## src/rtl/serializer_pkg.sv

```systemverilog
// serializer_pkg: shared FSM state type and word-order index helper for the serializer.
package serializer_pkg;

    typedef enum logic {IDLE, SHIFT} ser_state_e;

    // Frame index carried by beat idx of an n-word frame: dir=1 sends the top word first.
    function automatic int word_sel(input logic dir, input int idx, input int n);
        return dir ? n - 1 - idx : idx;
    endfunction

endpackage

```

## src/rtl/ser_frame_buf.sv

```systemverilog
// ser_frame_buf: one-frame holding register with valid flag and the frame's own latched dir.
module ser_frame_buf
    import serializer_pkg::*;
#(
    parameter int DATA_WIDTH = 8,
    parameter int PARL_WIDTH = 8
) (
    input  logic                  clk,
    input  logic                  rst,
    input  logic                  load,
    input  logic                  unload,
    input  logic                  load_dir,
    input  logic [DATA_WIDTH-1:0] load_par [PARL_WIDTH],
    output logic                  hold_vld,
    output logic                  hold_dir,
    output logic [DATA_WIDTH-1:0] hold_par [PARL_WIDTH]
);

    always_ff @(posedge clk or posedge rst) begin
        if (rst) begin
            hold_vld <= 1'b0;
            hold_dir <= 1'b0;
            hold_par <= '{default: '0};
        end else if (load) begin
            hold_vld <= 1'b1;
            hold_dir <= load_dir;
            hold_par <= load_par;
        end else if (unload) begin
            hold_vld <= 1'b0;
        end
    end

endmodule

```

## src/rtl/serializer.sv

```systemverilog
// serializer: parallel-to-serial converter with per-frame word order, backpressure and a one-frame holding buffer.
module serializer
    import serializer_pkg::*;
#(
    parameter int DATA_WIDTH = 8,
    parameter int PARL_WIDTH = 8
) (
    input  logic                  clk,
    input  logic                  rst,
    input  logic                  par_valid,
    output logic                  par_ready,
    input  logic                  dir,
    input  logic [DATA_WIDTH-1:0] par [PARL_WIDTH],
    output logic [DATA_WIDTH-1:0] ser,
    output logic                  ser_valid,
    input  logic                  ser_ready,
    output logic                  ser_first,
    output logic                  ser_last,
    output logic                  busy
);

    localparam int CW = $clog2(PARL_WIDTH);
    localparam logic [CW-1:0] CNT_LAST = CW'(PARL_WIDTH - 1);

    ser_state_e            state;
    logic [CW-1:0]         cnt;
    logic [DATA_WIDTH-1:0] shreg    [PARL_WIDTH];
    logic [DATA_WIDTH-1:0] ld_frame [PARL_WIDTH];
    logic [DATA_WIDTH-1:0] hold_par [PARL_WIDTH];
    logic                  hold_vld, hold_dir;
    logic                  accept, xfer, at_last, hold_load, hold_unload;

    assign par_ready   = !hold_vld;
    assign ser_valid   = state == SHIFT;
    assign accept      = par_valid & par_ready;
    assign xfer        = ser_valid & ser_ready;
    assign at_last     = ser_valid & (cnt == CNT_LAST);
    assign ser_first   = ser_valid & (cnt == '0);
    assign ser_last    = at_last;
    assign busy        = ser_valid | hold_vld;
    assign ser         = shreg[0];
    assign hold_load   = accept & ser_valid & !(xfer & at_last);
    assign hold_unload = xfer & at_last & hold_vld;

    // Shifter loads in transmit order, so slot 0 is always the word on ser.
    for (genvar g = 0; g < PARL_WIDTH; g++) begin : g_ord
        localparam int FWD = word_sel(1'b0, g, PARL_WIDTH);
        localparam int REV = word_sel(1'b1, g, PARL_WIDTH);
        assign ld_frame[g] = hold_vld ? (hold_dir ? hold_par[REV] : hold_par[FWD])
                                      : (dir ? par[REV] : par[FWD]);
    end

    ser_frame_buf #(.DATA_WIDTH(DATA_WIDTH), .PARL_WIDTH(PARL_WIDTH)) u_buf (
        .clk      (clk),
        .rst      (rst),
        .load     (hold_load),
        .unload   (hold_unload),
        .load_dir (dir),
        .load_par (par),
        .hold_vld (hold_vld),
        .hold_dir (hold_dir),
        .hold_par (hold_par)
    );

    always_ff @(posedge clk or posedge rst) begin
        if (rst) begin
            state <= IDLE;
            cnt   <= '0;
            shreg <= '{default: '0};
        end else if (state == IDLE) begin
            if (accept) begin
                state <= SHIFT;
                cnt   <= '0;
                shreg <= ld_frame;
            end
        end else if (xfer) begin
            cnt <= at_last ? '0 : cnt + 1'b1;
            for (int i = 0; i < PARL_WIDTH - 1; i++) shreg[i] <= shreg[i+1];
            shreg[PARL_WIDTH-1] <= '0;
            // On the final beat a held or freshly offered frame follows with no idle beat.
            if (at_last && (hold_vld || accept)) shreg <= ld_frame;
            else if (at_last) state <= IDLE;
        end
    end

endmodule

```

## config.mk

```make
export PLATFORM = sky130hd
export DESIGN_NAME = serializer
export DESIGN_NICKNAME = d
export VERILOG_FILES = /design/src/rtl/serializer_pkg.sv /design/src/rtl/ser_frame_buf.sv /design/src/rtl/serializer.sv
export SDC_FILE = /design/constraint.sdc
export NUM_CORES = 1
export LEC_CHECK = 0
export CAP_MARGIN = 10
export CORE_AREA = 2 2 160 162
export DETAILED_ROUTE_END_ITERATION = 10
export DIE_AREA = 0 0 162 164
export GPL_ROUTABILITY_DRIVEN = 0
export PLACE_DENSITY_LB_ADDON = 0.2
export SYNTH_ARGS = -nofsm -noshare
export SYNTH_HDL_FRONTEND = slang
export SYNTH_SLANG_ARGS = --single-unit
export TNS_END_PERCENT = 50
```

## constraint.sdc

```tcl
create_clock -name clk -period 6.8 [get_ports clk]
set_clock_uncertainty 0.15 [all_clocks]
set_input_delay 1.36 -clock clk [delete_from_list [all_inputs] [get_ports clk]]
set_output_delay 1.36 -clock clk [all_outputs]
set_load 0.01 [all_outputs]
```

==> results.json <==
{
  "crit_arrival_ps": 3990,
  "global_route.usage.met1": 0.236,
  "ys_seq_area_frac": 0.390,
  "end_kind": "register",
  "vias": 6286,
  "postCtsSetupBuffers": 0,
  "pin_count": 82,
  "grt_first_pass_wirelength_um": 35300,
  "cts_hold_buffers": 0,
  "cts_buffer_depth": 2,
  "drive_above_1_share": 0.211,
  "synth_top_family_by_area": "multiplexers",
  "power.total_mw": 4.25,
  "grt.met3_usage": 0.0331,
  "grt.total_usage": 0.167,
  "drtIter0Drc": 592,
  "rsz0062_at_grt": "false",
  "dpl.hpwl_um": 13600,
  "final_common_cell": "dfrtp_1",
  "placed_area_sq_um": 9420,
  "grtUsageMet2": 0.266,
  "cts_tree": "done",
  "syn2layout_area_growth_pct": 16.5,
  "wl_per_cell_um": 19.4,
  "start_util": 0.346,
  "ys_ff_latch": 134,
  "final_core_util": 0.403,
  "busiest_layer": "met2",
  "hp-class": "register to register",
  "cts_made_buffers": 17,
  "layout_common_cells": "dfrtp_1 (133), mux2i_1 (128), o32ai_1 (112), clkdlybuf4s50_1 (80), mux2_2 (64)",
  "leakage_nw": 4.07,
  "yosys_warnings": 0,
  "synth_cell_type_count": 29,
  "synthXorXnorAreaFrac": 0,
  "synth-compound-area-share": 0.163,
  "die_w_um": 162,
  "synth_area_sq_um": 8590,
  "dp_cells": 1086,
  "root_buffer": "clkbuf_16",
  "fin_setup_tns_ps": 0,
  "syn_inst": 757,
  "worstSkewPairLatency_ps": 420,
  "firstDrtPassIters": 7,
  "syn_nets": 829,
  "htree_levels": 4,
  "drt_wl_total_um": 21700,
  "ant_nets": 0,
  "muxShareOfSynthArea": 0.331,
  "rows": 58,
  "antenna_cells": 0,
  "stdcell_area_sq_um": 10000,
  "maxCapViolCount": 0,
  "critPathKind": "input pin to register",
  "grt-ovfl-total": 0,
  "tightest_slew_ps": 1140,
  "drc": 0,
  "clk_pin_slew_worst_paths_ps": 60,
  "synth_adder_area_share": 0.00437,
  "die_area_sq_um": 26600,
  "fin_nets": 847,
  "report.final.setup_viol": 0,
  "grt_antenna_before_repair": 0,
  "crit_path_start": "par_valid",
  "finalCriticalPeriod_ps": 3790,
  "ir_drop_mv": 0.174,
  "cp.required_ps": 7000,
  "fmax_ghz": 0.264,
  "cellPowerDensity_nw_per_um2": 424,
  "fin_crit_sh": 0.557,
  "clock_sinks": 134,
  "viasPerCell": 5.63,
  "ctsResizeCount": 0,
  "cp-start-kind": "input pin",
  "grt_pass1_vias": 6297,
  "critical_path.max_fanout": 66,
  "die_h_um": 164,
  "timing.rr.start": "u_buf.hold_vld$_DFFE_PP0P_",
  "syn_area_per_cell_sq_um": 11.3,
  "slew_headroom": 0.242,
  "core_area_sq_um": 24800,
  "post_synth_and_or_nand_nor_area_fraction": 0.0489,
  "status": "finished, final reports clean",
  "final-hold-violation-count": 0,
  "io_buffers": 81,
  "fin_cells": 1116,
  "hold_start": "shreg[7]$_DFFE_PP0P_",
  "grt_max_degree": 82,
  "slew_violations": 0
}
worst max-delay path, stage by stage:
cell and delay [ps]:
clkdlybuf4s50_1 620, nor3b_4 240, buf_4 450, buf_4 640, o22a_1 450, a32o_1 210
routing by layer:
layer	vias to the layer above	routed length, um
li1	2989	-
met1	3198	10600
met2	89	10200
met3	10	639
met4	0	182
met5	-	0
power by group:
group	total [mW]	leakage (nW)	switching (mW)	internal [mW]
logic	1.75	2.23	0.746	1.00
registers	1.55	1.57	0.392	1.16
clock network	0.941	0.281	0.351	0.590
total	4.25	4.07	1.49	2.76
sequential cells by signal (all words and copies together), names as in the netlist:
| register | flops |
|---|---|
| shreg | 56 |
| cnt | 3 |
| u_buf.hold_par | 64 |
| u_buf.hold_vld | 1 |
| ser | 8 |
| ser_valid | 1 |
| u_buf.hold_dir | 1 |
worst paths after layout:
| kind | slack [ps] | to | cells after the start |
|---|---|---|---|
| max in group asynchronous | 3930 | u_buf.hold_par[23]$_DFFE_PP0P_ | 3 |
| min in group asynchronous | 1320 | u_buf.hold_par[49]$_DFFE_PP0P_ | 2 |
| max reg2reg | 3250 | u_buf.hold_par[50]$_DFFE_PP0P_ | 5 |
| min reg2reg | 350 | shreg[7]$_DFFE_PP0P_ | 1 |
| max | 3010 | shreg[5]$_DFFE_PP0P_ | 6 |
| min | 350 | shreg[7]$_DFFE_PP0P_ | 1 |
synth_stat cells:
| master | count | area [sq um] |
|---|---|---|
| a21boi_2 | 1 | 11.3 |
| a21oi_1 | 57 | 285 |
| a22o_1 | 2 | 17.5 |
| a31oi_1 | 1 | 6.26 |
| a32o_1 | 8 | 80.1 |
| and2_1 | 2 | 12.5 |
| buf_1 | 3 | 11.3 |
| buf_2 | 49 | 245 |
| buf_4 | 15 | 113 |
| buf_6 | 6 | 67.6 |
| clkbuf_1 | 21 | 78.8 |
| dfrtp_1 | 134 | 3350 |
| ha_1 | 3 | 37.5 |
| inv_1 | 4 | 15.0 |
| inv_2 | 1 | 3.75 |
| mux2_1 | 8 | 90.1 |
| mux2_2 | 64 | 721 |
| mux2_4 | 50 | 751 |
| mux2i_1 | 128 | 1280 |
| nand2_1 | 22 | 82.6 |
| nand2b_1 | 1 | 6.26 |
| nand3_1 | 1 | 5.00 |
| nor2_1 | 4 | 15.0 |
| nor3_1 | 56 | 280 |
| nor3b_4 | 1 | 18.8 |
| o21a_1 | 1 | 7.51 |
| o21ai_0 | 1 | 5.00 |
| o22a_1 | 1 | 8.76 |
| o32ai_1 | 112 | 981 |
final cells by class:
type                            count  area (sq um)
Timing Repair Buffer               93           898
Clock buffer                       21           460
Fill cell                        2425         14800
Tap cell                          330           413
Clock inverter                      9           128
Multi-Input combinational cell    524          4730
Inverter                            5          23.8
Sequential cell                   134          3360
through the flow:
stage	hold WS [ps]	setup slack, ps
floorplan	316	1710
global placement	333	2680
detailed placement	343	2600
CTS	357	3020
global route	373	2870
finish	350	3010
kinds of logic after synthesis:
family | after synthesis
compound gates | 184
fa+ha+maj | 3
buf+inv | 99
flops | 134
mux | 250
simple gates | 87
Note: power is estimated with default switching activity, not from simulation.
